<file path="src/rtl/as_sc_hs_ro_pkg.sv">
// as_sc_hs_ro_pkg
// Shared definitions for the ring-oscillator measurement controller:
// the controller state encoding, the gate-window length helper and the
// minimum settle interval, together with a helper that checks it.
package as_sc_hs_ro_pkg;

    typedef enum logic [1:0] {
        ST_IDLE    = 2'd0,
        ST_SETTLE  = 2'd1,
        ST_MEASURE = 2'd2,
        ST_REPORT  = 2'd3
    } ro_state_t;

    // The synchronizer and the previous-value flop hold three samples of
    // the previously selected oscillator. Four settle cycles flush all of
    // them before the window opens.
    localparam int SETTLE_MIN = 4;

    function automatic int win_len(input int win_log2);
        return 1 << win_log2;
    endfunction

    function automatic bit settle_ok(input int settle);
        return settle >= SETTLE_MIN;
    endfunction

endpackage

</file>
<file path="src/rtl/as_sc_hs_ro_edge.sv">
// as_sc_hs_ro_edge
// Brings one prescaled oscillator output into the CLK domain and flags
// its rising edges.
// Ports:
//   CLK   clock
//   RST   synchronous active-high reset
//   din   asynchronous oscillator output (already muxed)
//   rise  one-cycle pulse per rising edge, two cycles after the input changes
module as_sc_hs_ro_edge (
    input  logic CLK,
    input  logic RST,
    input  logic din,
    output logic rise
);

    logic sync_p0;
    logic sync_p1;
    logic prev_p2;

    always_ff @(posedge CLK) begin
        if (RST) begin
            sync_p0 <= 1'b0;
            sync_p1 <= 1'b0;
            prev_p2 <= 1'b0;
        end else begin
            sync_p0 <= din;
            sync_p1 <= sync_p0;
            prev_p2 <= sync_p1;
        end
    end

    assign rise = sync_p1 & ~prev_p2;

endmodule

</file>
<file path="src/rtl/as_sc_hs_ro_meas.sv">
// as_sc_hs_ro_meas
// Measures the frequency of N_RO ring oscillators with one shared edge
// counter. For each selected oscillator it enables it, waits SETTLE cycles,
// counts prescaled rising edges for 2^WIN_LOG2 cycles and reports the count.
// Either one oscillator (SEL) or all of them in order (SCAN) are measured.
// Ports:
//   CLK, RST        clock, synchronous active-high reset
//   START           one-cycle request; SCAN and SEL are sampled with it
//   ABORT           cancels any activity, returns to idle without a result
//   RO_DIV          prescaled oscillator outputs (asynchronous)
//   RO_EN           oscillator enables, one-hot or zero
//   BUSY            high while a measurement or scan is in progress
//   RES_VALID       one-cycle result strobe; RES_IDX/RES_COUNT/RES_SAT hold
//   DONE            pulses with the last result of a normal completion
module as_sc_hs_ro_meas
    import as_sc_hs_ro_pkg::*;
#(
    parameter int N_RO     = 8,
    parameter int CNT_W    = 16,
    parameter int WIN_LOG2 = 10,
    parameter int SETTLE   = 16
) (
    input  logic                     CLK,
    input  logic                     RST,
    input  logic                     START,
    input  logic                     SCAN,
    input  logic [$clog2(N_RO)-1:0]  SEL,
    input  logic                     ABORT,
    input  logic [N_RO-1:0]          RO_DIV,
    output logic [N_RO-1:0]          RO_EN,
    output logic                     BUSY,
    output logic                     RES_VALID,
    output logic [$clog2(N_RO)-1:0]  RES_IDX,
    output logic [CNT_W-1:0]         RES_COUNT,
    output logic                     RES_SAT,
    output logic                     DONE
);

    localparam int IW  = $clog2(N_RO);
    localparam int WIN = win_len(WIN_LOG2);
    localparam int TW  = $clog2((WIN > SETTLE) ? WIN : SETTLE) + 1;

    localparam logic [TW-1:0]    SETTLE_LAST = TW'(SETTLE - 1);
    localparam logic [TW-1:0]    WIN_LAST    = TW'(WIN - 1);
    localparam logic [IW-1:0]    IDX_LAST    = IW'(N_RO - 1);
    localparam logic [CNT_W-1:0] CNT_MAX     = '1;

    if (!settle_ok(SETTLE)) begin : g_settle_chk
        $error("SETTLE must be at least %0d", SETTLE_MIN);
    end
    if (N_RO < 2) begin : g_nro_chk
        $error("N_RO must be at least 2");
    end

    ro_state_t         state;
    logic [IW-1:0]     idx;
    logic              scan_q;
    logic [TW-1:0]     tmr;
    logic [CNT_W-1:0]  cnt;
    logic              sat;
    logic [CNT_W-1:0]  cnt_nxt;
    logic              sat_nxt;
    logic              ro_sel;
    logic              rise;
    logic              sel_ok;
    logic              last_idx;

    function automatic logic [N_RO-1:0] onehot(input logic [IW-1:0] i);
        logic [N_RO-1:0] v;
        v    = '0;
        v[i] = 1'b1;
        return v;
    endfunction

    // Only the selected oscillator reaches the synchronizer.
    assign ro_sel = RO_DIV[idx];

    as_sc_hs_ro_edge u_edge (
        .CLK  (CLK),
        .RST  (RST),
        .din  (ro_sel),
        .rise (rise)
    );

    assign sel_ok   = int'(SEL) < N_RO;
    assign last_idx = !scan_q || (idx == IDX_LAST);

    // Saturating count including an edge in the current cycle; used both to
    // update the counter and to capture the final result at window close.
    // Saturation is flagged when an edge arrives with the counter at max.
    always_comb begin
        cnt_nxt = cnt;
        sat_nxt = sat;
        if (rise) begin
            if (cnt == CNT_MAX) begin
                sat_nxt = 1'b1;
            end else begin
                cnt_nxt = cnt + 1'b1;
            end
        end
    end

    always_ff @(posedge CLK) begin
        if (RST) begin
            state     <= ST_IDLE;
            idx       <= '0;
            scan_q    <= 1'b0;
            tmr       <= '0;
            cnt       <= '0;
            sat       <= 1'b0;
            RO_EN     <= '0;
            BUSY      <= 1'b0;
            RES_VALID <= 1'b0;
            RES_IDX   <= '0;
            RES_COUNT <= '0;
            RES_SAT   <= 1'b0;
            DONE      <= 1'b0;
        end else begin
            RES_VALID <= 1'b0;
            DONE      <= 1'b0;
            if (ABORT) begin
                state <= ST_IDLE;
                RO_EN <= '0;
                BUSY  <= 1'b0;
            end else begin
                case (state)
                    ST_IDLE: begin
                        if (START && (SCAN || sel_ok)) begin
                            state  <= ST_SETTLE;
                            idx    <= SCAN ? '0 : SEL;
                            scan_q <= SCAN;
                            tmr    <= '0;
                            cnt    <= '0;
                            sat    <= 1'b0;
                            RO_EN  <= onehot(SCAN ? '0 : SEL);
                            BUSY   <= 1'b1;
                        end
                    end
                    ST_SETTLE: begin
                        if (tmr == SETTLE_LAST) begin
                            tmr   <= '0;
                            state <= ST_MEASURE;
                        end else begin
                            tmr <= tmr + 1'b1;
                        end
                    end
                    ST_MEASURE: begin
                        cnt <= cnt_nxt;
                        sat <= sat_nxt;
                        if (tmr == WIN_LAST) begin
                            // Outputs are registered, so the report is
                            // loaded on the transition into REPORT.
                            tmr       <= '0;
                            state     <= ST_REPORT;
                            RES_VALID <= 1'b1;
                            RES_IDX   <= idx;
                            RES_COUNT <= cnt_nxt;
                            RES_SAT   <= sat_nxt;
                            DONE      <= last_idx;
                        end else begin
                            tmr <= tmr + 1'b1;
                        end
                    end
                    ST_REPORT: begin
                        if (!last_idx) begin
                            state <= ST_SETTLE;
                            idx   <= idx + 1'b1;
                            tmr   <= '0;
                            cnt   <= '0;
                            sat   <= 1'b0;
                            RO_EN <= onehot(idx + 1'b1);
                        end else begin
                            state <= ST_IDLE;
                            RO_EN <= '0;
                            BUSY  <= 1'b0;
                        end
                    end
                    default: begin
                        state <= ST_IDLE;
                        RO_EN <= '0;
                        BUSY  <= 1'b0;
                    end
                endcase
            end
        end
    end

endmodule

</file>
<file path="config.mk">
export PLATFORM = sky130hd
export DESIGN_NAME = as_sc_hs_ro_meas
export DESIGN_NICKNAME = d
export VERILOG_FILES = /design/src/rtl/as_sc_hs_ro_pkg.sv /design/src/rtl/as_sc_hs_ro_edge.sv /design/src/rtl/as_sc_hs_ro_meas.sv
export SDC_FILE = /design/constraint.sdc
export NUM_CORES = 1
export LEC_CHECK = 0
export CELL_PAD_IN_SITES_DETAIL_PLACEMENT = 2
export CELL_PAD_IN_SITES_GLOBAL_PLACEMENT = 2
export CORE_ASPECT_RATIO = 0.5
export CORE_MARGIN = 2
export CORE_UTILIZATION = 30
export CTS_BUF_LIST = sky130_fd_sc_hd__clkbuf_4 sky130_fd_sc_hd__clkbuf_8 sky130_fd_sc_hd__clkbuf_16
export CTS_CLUSTER_DIAMETER = 120
export DETAILED_ROUTE_END_ITERATION = 10
export PLACE_DENSITY_LB_ADDON = 0.15
export SLEW_MARGIN = 20
export SYNTH_ARGS = -nofsm -noshare
export SYNTH_HDL_FRONTEND = slang
export SYNTH_SLANG_ARGS = --single-unit
</file>
<file path="constraint.sdc">
create_clock -name CLK -period 2.14 [get_ports CLK]
set_input_delay 0.428 -clock CLK [delete_from_list [all_inputs] [get_ports CLK]]
set_output_delay 0.428 -clock CLK [all_outputs]
set_load 0.02 [all_outputs]
</file>
* Word-level counts from Yosys, hierarchy flattened *
Index checks and enable logic that the tools add are counted.

storage, ports and cells
  flip-flop bits (word level) = 68
  input bits = 16
  output and inout bits = 31

cells by class
  add/subtract/negate cells = 3
  magnitude comparators = 5
  equality and inequality tests = 12
  muxes and demuxes = 37
  bitwise gates (word level) = 5
  reduce and logical (&&, ||, !) cells = 18

operators with widths
  cell                   count
  $mux 16                4
  $pmux 16 s3            1
  $mux 11                4
  $pmux 11 s4            1
  $add 16x1->16 const B  1
  $eq 16x16->1 const B   1
  $mux 8                 2
  $pmux 8 s2             1
  $reduce_and 3->1       5
  $lt 3x4->1 const B     3
  $add 11x1->11 const B  1
  $eq 11x10->1 const B   1
  $eq 11x4->1 const B    1
  $mux 1                 11
  $ne 2x2->1 const B     5
  $mux 3                 3
  $pmux 2 s4             1
  $reduce_and 4->1       2
  $demux 1 s3            2
  $ge 3x1->1 const B     2
  $mux 2                 3
  $pmux 3 s2             1
  $eq 2x2->1 const B     2
  $not 1->1              4
  other kinds (17)       18

* Longest topological paths before layout *
Gate-level depths: netlist of the first run.

  depth after elaboration = 7
  mapped depth = 9
  gate-level depth less buffers = 7

* By module *
Synthesis of the first run repeated with hierarchy kept, for this count alone.

second synthesis, totals
  cell total of the unflattened synthesis = 428
  area, all modules = 3,606.0 sq um

by module, submodules not included
  module            instances  cells each  area an instance (sq um)  seq. area each (sq um)
  as_sc_hs_ro_meas  1          421         3,518.4                   1,301.2
  as_sc_hs_ro_edge  1          7           87.6                      60.1

* Least setup slack after synthesis of the first run *
Ideal clock, no wire load.

  kind = reg2reg
  from = register idx[0]
  to = register cnt[2]
  library setup time = 0.095 ns
  arrival time = 2.216 ns
  required time = 2.045 ns
  slack = -0.172 ns
  cell stages (with the launch flop) = 8
  path buffers = 0
  clock period less this slack = 2.312 ns
  cells stage by stage = dfxtp_1 > ha_1 > ha_1 > nand2b_1 > a2111oi_4 > nand2_2 > or4_1 > o311ai_1

on the way
  longest elaborated chain between the ends = 4

ends and longest elaborated chain
  item                               RTL line                 RTL
  start: declaration                 as_sc_hs_ro_meas.sv:56   logic [IW-1:0] idx;
  start signal: assignment           as_sc_hs_ro_meas.sv:130  idx <= SCAN ? '0 : SEL;
  start signal: assignment           as_sc_hs_ro_meas.sv:167  idx <= idx + 1'b1;
  $eq 3x3->1                         as_sc_hs_ro_meas.sv:86   assign last_idx = !scan_q || (idx == IDX_LAST);
  $logic_or 1x1->1                   as_sc_hs_ro_meas.sv:86
  $ne 2x2->1 (no source line)        --
  $reduce_and 4->1 (no source line)  --
  end signal: assignment             as_sc_hs_ro_meas.sv:148  cnt <= cnt_nxt;
  end: declaration                   as_sc_hs_ro_meas.sv:59   logic [CNT_W-1:0] cnt;

Every way passes these cells.
A chain may end at the register's enable or synchronous reset.

* Worst setup path after layout of the first run *
  from = register idx[0]
  to = register cnt[10]

Same word-level chain as after synthesis.

==> reports/summary.txt, run 1 <==
status: completed
die area: 12830 sq um
antenna-violating nets left: 0
number of global-route vias before repair: 3841
Synth Area in XOR/XNOR: 2.702%
fraction of registers with async set/reset: 0%
Post-Synth Simple-Gate Area: 28.07%
vias: 3590
row cnt: 28
layout cell share with drive strength beyond 1: 18.41%
crit end category: flip-flop
static leakage: 1.676 nW
Layout area overhead: 38.21%
final worst path period need: 2.084 ns
RePlAce Congestion: 0.7575
headroom to the max-slew limit: 65.47%
crit path max fanout: 7
Period Utilization, post-route: 97.40%
final slew viol count: 0
CP max-delay cell: a2111oi_4
R2R depth: 8
Avg Cell Area, Syn: 8.293 sq um
MaxCap Viol Count: 0
worst skew pair latency: 0.35 ns
drt total wl: 12.51 mm
Placement Setup Slack: -0.2825 ns
post-synthesis sequential area ratio: 38.18%
Sw Share: 24.15%
Area after DPL: 4518 sq um
clock sinks: 68
Stages on worst setup path: 8
WP data required: 2.42 ns
ys flop type: dfxtp_1
DRT Pass-1 Iters: 4
drt initial violations: 151
utilization after layout: 42.12%
Tot Pwr: 3.292 mW
Post-Syn Instances: 430
GRT overflow: 0
hpwl dp: 8.826 mm
area share of the largest cell type after synthesis: 38.18%
number of buffers created by CTS: 9
internal power: 2.497 mW
DRC violations left: 0
CTS clk-pin slew, worst paths: 0.06 ns
Initial Util: 30.47%
final setup vio count: 0
critical path launch point type: flip-flop
CTS hold repair buffers: 0
hold_ws: 0.4426 ns
worst hold-check path type: flip-flop to flip-flop
post-synthesis compound-gate area fraction: 21.37%
die width: 158.2 microns
CTS tree: done
clock buffer depth: 2
largest net degree at the start of global routing: 29
Die H: 81.09 microns
CTS Root Cell: clkbuf_16
clk_skew: 0.01195 ns
number of inserted diodes: 0
worst-case vdd ir drop: 341.3 uV
Nets: 535
Worst Path Buf+Inv: 1
WS Path Type: flip-flop to flip-flop
Yosys cell types: 56
final hold vios: 0
Mapped Area: 3566 sq um
PwrDens: 668.0 nW/um^2
Final Cell Area: 4928 sq um
crit path DAT: 2.37 ns
Port Buf Inserts: 46
Placed Cells incl. Taps: 663
GRT Total Usage: 20.61%
Layout Cells excl Fill: 681
area leader, netlist: dfxtp_1
vias per cell: 5.272
Top delay family on crit path: simple AND/OR/NAND/NOR gates
CP most frequent cell: ha_4
total negative slack: 0 ns
Switch Pwr: 795.1 uW
Seq pwr share: 39.5%
Yosys reg bits: 68
Slew @ Worst Pin: 0.5139 ns
CTS H-tree depth: 3
RSZ-0062 raised after global routing: true
Synth Warn #: 0
largest family of logic cells by synthesized area: simple AND/OR/NAND/NOR gates
I/O pin total: 47
smallest setup slack after layout: 0.05569 ns
global-route wire length before repair: 20.36 mm
WL per Instance: 18.37 microns
multiplexer share of the synthesized area: 2.982%
EDFF count, synth: 0
initial antenna violation count: 0
Comb pwr share: 10.0%
Synth Net Count: 454
adder-cell area share of the yosys netlist: 2.807%
crit path cell chain: ha_4, ha_4, nand2b_4, a2111oi_4, nand2_2, buf_6, or3_1, a21oi_2
Hold Path Cell Cnt: 1
top cells by area, synth: dfxtp_1 (38%), a211oi_1 (5.1%), nor2_1 (4.7%), nand3_1 (4.2%), a21oi_1 (3.6%)
power share of the clock group: 50.5%
slowest stage delay, CP: 0.37 ns
Peak Freq: 479.8 MHz
core area: 11700 sq um
[final cells by class]
class	count	area, sq um
clock buffer	14	292.8
multi-input combinational	326	2153
inverter	15	56.30
timing repair buffer	91	813.3
clock inverter	2	38.79
fill	1360	6773
tap	165	206.4
sequential	68	1368
[metal layers]
| layer | track usage [%] | vias to the layer above | wire length (microns) |
|---|---|---|---|
| li1 | - | 1759 | - |
| met1 | 25.42 | 1786 | 5921 |
| met2 | 37.13 | 34 | 6167 |
| met3 | 4.856 | 11 | 317 |
| met4 | 4.234 | 0 | 105 |
| met5 | 0 | - | 0 |
[synthesized netlist by cell type (3+ instances only)]
library cell / number
a211oi_1: 24
a21oi_1: 26
a22oi_1: 5
a31oi_1: 8
and2_1: 5
and3_1: 9
and4_1: 5
buf_2: 3
clkbuf_1: 17
dfxtp_1: 68
ha_1: 8
inv_1: 15
mux2i_1: 5
nand2_1: 33
nand2b_1: 5
nand3_1: 30
nand3b_1: 4
nand4_1: 10
nand4b_1: 3
nor2_1: 45
nor2b_1: 10
nor3_1: 10
o211ai_1: 4
o21a_1: 3
o21ai_0: 11
o311ai_0: 3
or3_1: 11
xnor2_1: 4
xor2_1: 7
[logic make-up after synthesis]
logic type / count (synthesis)
muxes: 8
DFF: 68
buffers and inverters: 36
adders and majority gates: 8
and+or+nand+nor: 192
AOI/OAI and AO/OA: 107
xor gates and xnor gates: 11
[power by group through the flow]
stage | logic (mW) | clock network [mW] | registers (mW)
floorplan | 0.161 | 0 | 1.33
global route | 0.360 | 1.76 | 1.30
CTS | 0.326 | 1.71 | 1.30
finish | 0.330 | 1.66 | 1.30
detailed placement | 0.315 | 0 | 1.32
global placement | 0.308 | 0 | 1.32
[flip-flops by register name, indices dropped and copies added, names as in the netlist]
name,cells
scan_q,1
sat,1
state,2
RES_IDX,3
cnt,16
DONE,1
RO_EN,8
idx,3
u_edge.sync_p0,1
u_edge.prev_p2,1
RES_COUNT,16
u_edge.sync_p1,1
RES_VALID,1
RES_SAT,1
BUSY,1
tmr,11
[cells in the final DEF (no fill, tap or decap), drive strengths merged, types with 11 or more instances in the layout]
| master | n |
|---|---|
| dfxtp | 68 |
| o21ai | 13 |
| inv | 15 |
| buf | 46 |
| a21oi | 27 |
| clkdlybuf4s50 | 45 |
| nand3 | 30 |
| clkbuf | 14 |
| nor2 | 45 |
| or3 | 11 |
| nand2 | 34 |
| a211oi | 24 |
[final timing paths]
path             startpoint        endpoint  slack (ns)
max                  idx[0]         cnt[10]        0.06
min          u_edge.sync_p0  u_edge.sync_p1        0.44
max reg2reg          idx[0]         cnt[10]        0.06
min reg2reg  u_edge.sync_p0  u_edge.sync_p1        0.44
[timing repair]
item	in CTS	in global routing
setup endpoints to repair	7	19
buffers inserted	0	2
hold endpoints to repair	0	0
resized for setup	6	10
pin swaps	3	9
(Power assumes the default switching activity.)
==> run 2: changes to the inputs <==
Settings changed: CAP_MARGIN from default to 5.
==> results of run 2 <==
No change in the layout: final DEF, timing and power equal those of run 1.
==> RTL edit 1 (flow settings as in run 1) <==
Encoding of `ro_state_t`: now one-hot (4 bits for 4 states).
--- a/src/rtl/as_sc_hs_ro_pkg.sv
+++ b/src/rtl/as_sc_hs_ro_pkg.sv
@@ -6,7 +6,7 @@
 
-    typedef enum logic [1:0] {
-        ST_IDLE    = 2'd0,
-        ST_SETTLE  = 2'd1,
-        ST_MEASURE = 2'd2,
-        ST_REPORT  = 2'd3
+    typedef enum logic [3:0] {
+        ST_IDLE    = 4'b0001,
+        ST_SETTLE  = 4'b0010,
+        ST_MEASURE = 4'b0100,
+        ST_REPORT  = 4'b1000
     } ro_state_t;
Check against the original RTL: no difference found for any inputs over 10 cycles, from zero or initial values and one cycle with RST high; not proved beyond that.
==> RTL edit 1 against run 1 <==
The run now ends with setup timing left. Wire length rose by 21%. Sequential cell count grew 2. Via count grew 5.2%. Worst setup slack lost 0.081 ns. Area after synthesis increased by 3.5%. Cell area is 8.7% higher. Total power down 4.6%. Die area is 3.4% higher.
==> RTL edit 1: results (changes against run 1) <==
Outcome
  – Status: complete, but fails checks (was finished clean)
  – Failing checks: setup timing

Setup path
  – R2R cell count: 7 (was 8)
  – Reg2reg start: state[0]$_SDFFE_PP1P_ (was idx[0]$_SDFFE_PP0P_)
  – Reg-to-reg critical path endpoint: cnt[3]$_SDFFE_PP0P_ (was cnt[10]$_SDFFE_PP0P_)
  – CP Max Fanout: 15 (was 7)
  – CP Data Arrival Time: 2.45 ns (was 2.37 ns)

Cells and area
  – Layout net count: 546 (was 535)
  – Clock buffers: 13 (was 14)
  – Non-clock buffer contribution to total cell area: 0.195 (was 0.165)
  – Final instance count without filler cells: 696 (was 681)
  – Bufs w/o clock: 117 (was 91)
  – Filler cells: 1,291 (was 1,360)
  – Final clock-cell share: 0.0535 (was 0.0673)
  – Non-CTS inverters: 13 (was 15)

Drt
  – Initial DRC count: 141 (was 151)
  – WL met2: 7.56 mm (was 6.17 mm)
  – Routed wl met3: 551 um (was 317 um)

Synth
  – Synthesized area per cell: 8.81 um^2 (was 8.29 um^2)
  – Area contributors post-synth: dfxtp_1, nor2_1, a211oi_1, mux2i_1, nand2_1 (was dfxtp_1, a211oi_1, nor2_1, nand3_1, a21oi_1)
  – Post-synthesis mux area share: 0.0451 (was 0.0298)
  – Yosys cell types: 75 (was 56)

STA
  – Max-slew headroom at the worst pin: 0.631 (was 0.655)
  – Fin worst setup slack: -0.0255 ns (was 0.0557 ns)
  – Fin Clk Skew: 0.0105 ns (was 0.0119 ns)
  – Final setup fails: 4 (was 0)

Clock network
  – Setup repair bufs after CTS: 5 (was 0)
  – Post_cts resized: 10 (was 6)

Place
  – RePlAce Congestion: 0.832 (was 0.758)
  – Placed inst area: 4720 um^2 (was 4520 um^2)
  – Place WS: -0.255 ns (was -0.282 ns)
  – Post-DP HPWL: 9.98 mm (was 8.83 mm)

Global route
  – GR Layer Usage met1: 0.261 (was 0.254)
  – Met3 Use GR: 0.0435 (was 0.0486)
  – Vias in the first global route: 4,009 (was 3,841)
  – Largest net degree at the start of global routing: 19 (was 29)
## RTL edit 1: power breakdown
group          switching [mW]  total, mW  internal (mW)
clock network           0.589       1.46          0.873
registers              0.0168       1.33           1.32
logic                   0.189      0.345          0.157
total                   0.794       3.14           2.35
## RTL edit 1: worst min-delay path by stage
stage,from,end,slack (ns)
final,u_edge.sync_p0$_SDFF_PP0_,u_edge.sync_p1$_SDFF_PP0_,0.46
after global routing,u_edge.sync_p0$_SDFF_PP0_,u_edge.sync_p1$_SDFF_PP0_,0.47
after detailed placement,u_edge.sync_p0$_SDFF_PP0_,u_edge.sync_p1$_SDFF_PP0_,0.45
after CTS,u_edge.sync_p0$_SDFF_PP0_,u_edge.sync_p1$_SDFF_PP0_,0.46
after global placement,u_edge.sync_p0$_SDFF_PP0_,u_edge.sync_p1$_SDFF_PP0_,0.42
after floorplan,u_edge.sync_p0$_SDFF_PP0_,u_edge.sync_p1$_SDFF_PP0_,0.41
==> RTL edit 2 (settings of run 1) <==
Made on the original files. `SETTLE`: 16 -> 32.
--- a/src/rtl/as_sc_hs_ro_meas.sv
+++ b/src/rtl/as_sc_hs_ro_meas.sv
@@ -20,3 +20,3 @@
     parameter int WIN_LOG2 = 10,
-    parameter int SETTLE   = 16
+    parameter int SETTLE   = 32
 ) (
Check against the original RTL: no difference found for any inputs over 10 cycles, from zero or initial values and one cycle with RST high; that may be too few to reach the edited logic, so the function may still have changed.
==> RTL edit 2 against run 1 <==
Sequential cell count stayed put. Clock power is 5% higher. Wire length is 1.3% lower. Cell area is 0.18% higher. Worst setup slack worse by 0.042 ns. Area after synthesis is 0.95% higher. Critical path depth stayed put. Clock skew is 0.0048 ns lower. Total power is 3.0% higher. Critical path type unchanged.
==> RTL edit 2: results (changes against run 1) <==
Outcome
  – Status: finished clean (unchanged)

Cells and area
  – Layout cells sized above 1: 0.187 (was 0.184)
  – Layout net count: 527 (was 535)
  – Non-CTS inverters: 10 (was 15)
  – Final core utilization: 0.419 (was 0.421)
  – Filler cells: 1,307 (was 1,360)
  – Final clock-cell share: 0.0689 (was 0.0673)
  – #MultiIn Comb: 321 (was 326)
  – Multi-input logic area: 2160 um^2 (was 2150 um^2)
  – Bufs w/o clock: 93 (was 91)
  – Clock buffers: 11 (was 14)
  – Non-clock buffer contribution to total cell area: 0.167 (was 0.165)

Drt
  – DR vias/cell: 5.29 (was 5.27)
  – Initial DRC count: 104 (was 151)
  – WL met2: 6.03 mm (was 6.17 mm)
  – WL/cell: 18.4 um (about the same)
  – Metal-1 WL: 5.83 mm (was 5.92 mm)

STA
  – Worst-margin pin slew: 0.703 ns (was 0.514 ns)
  – Tcrit/Tclk final: 0.994 (was 0.974)
  – Fin Clk Skew: 0.00718 ns (was 0.0119 ns)

Power and ir drop
  – Worst VDD drop: 0.293 mV (was 0.341 mV)
  – Cell leakage power: 1.71 nW (was 1.68 nW)

Global route
  – Vias in the first global route: 3,938 (was 3,841)
  – M2 GR Usage: 0.367 (was 0.371)
  – First-pass GRT wire length: 20.2 mm (was 20.4 mm)
  – GR Layer Usage met1: 0.230 (was 0.254)
  – Met3 Use GR: 0.0505 (was 0.0486)

Synth
  – Synthesized area per cell: 8.49 um^2 (was 8.29 um^2)
  – Cells after Synth: 424 (was 430)
  – Area contributors post-synth: dfxtp_1, nor2_1, a211oi_1, nand2_1, nand3_1 (was dfxtp_1, a211oi_1, nor2_1, nand3_1, a21oi_1)
  – Commonest cells in the netlist: dfxtp_1, nor2_1, nand2_1, nand3_1 (was dfxtp_1, nor2_1, nand2_1, nand3_1, a21oi_1)
  – Yosys cell types: 65 (was 56)
  – Register area share after synthesis: 0.378 (was 0.382)
  – Syn_nets: 448 (was 454)

Setup path
  – CP top delay family: compound AO/OA/AOI/OAI gates (was simple AND/OR/NAND/NOR gates)
  – FF-to-FF setup slack: 0.01 ns (was 0.06 ns)
  – CP Max Fanout: 6 (was 7)
  – Crit-path max cell delay: 0.47 ns (was 0.37 ns)

Place
  – Place WS: -0.0889 ns (was -0.282 ns)
  – RePlAce Congestion: 0.813 (was 0.758)
  – Post-DP HPWL: 8.79 mm (was 8.83 mm)
  – Dpl cells: 653 (was 663)
[RTL edit 2: changes by cell type in the layout (fill, tap and decap cells not counted), moves of 4 or more]
cell,run 1,this run
a21oi_1,24,18
nor2_1,44,50
nand3_1,30,23
a211oi_1,23,17
o21ai_0,10,6
nor3_1,9,14
a311oi_1,2,6
and3_1,9,5
[RTL edit 2: cell families after synthesis]
kind of cell | share of synthesized area
simple gates | 0.294
mux | 0.0236
flops | 0.378
buf+inv | 0.0424
compound gates | 0.202
fa+ha+maj | 0.0278
xor+xnor | 0.0316
[RTL edit 2: worst min path at each step]
stage	from	end	slack, ns	depth (start not counted)
2_1_floorplan	u_edge.sync_p0$_SDFF_PP0_	u_edge.sync_p1$_SDFF_PP0_	0.41	1
4_1_cts	u_edge.sync_p0$_SDFF_PP0_	u_edge.sync_p1$_SDFF_PP0_	0.46	1
6_report	u_edge.sync_p0$_SDFF_PP0_	u_edge.sync_p1$_SDFF_PP0_	0.46	1
3_3_place_gp	u_edge.sync_p0$_SDFF_PP0_	u_edge.sync_p1$_SDFF_PP0_	0.43	1
5_1_grt	u_edge.sync_p0$_SDFF_PP0_	u_edge.sync_p1$_SDFF_PP0_	0.47	1
3_5_place_dp	u_edge.sync_p0$_SDFF_PP0_	u_edge.sync_p1$_SDFF_PP0_	0.45	1
[RTL edit 2: where the power goes]
group | total, mW | internal [mW] | switching, mW
sequential | 1.30 | 1.29 | 0.0135
clock | 1.74 | 1.16 | 0.582
combinational | 0.349 | 0.155 | 0.193
total | 3.39 | 2.60 | 0.788
[RTL edit 2: what timing repair did]
item / 4_1_cts / 5_1_grt
cloned: 0 / 1
setup endpoints to repair: 4 / 36
buffers inserted: 1 / 2
resized for setup: 0 / 16
hold buffers: 0 / 0
pin swaps: 2 / 3
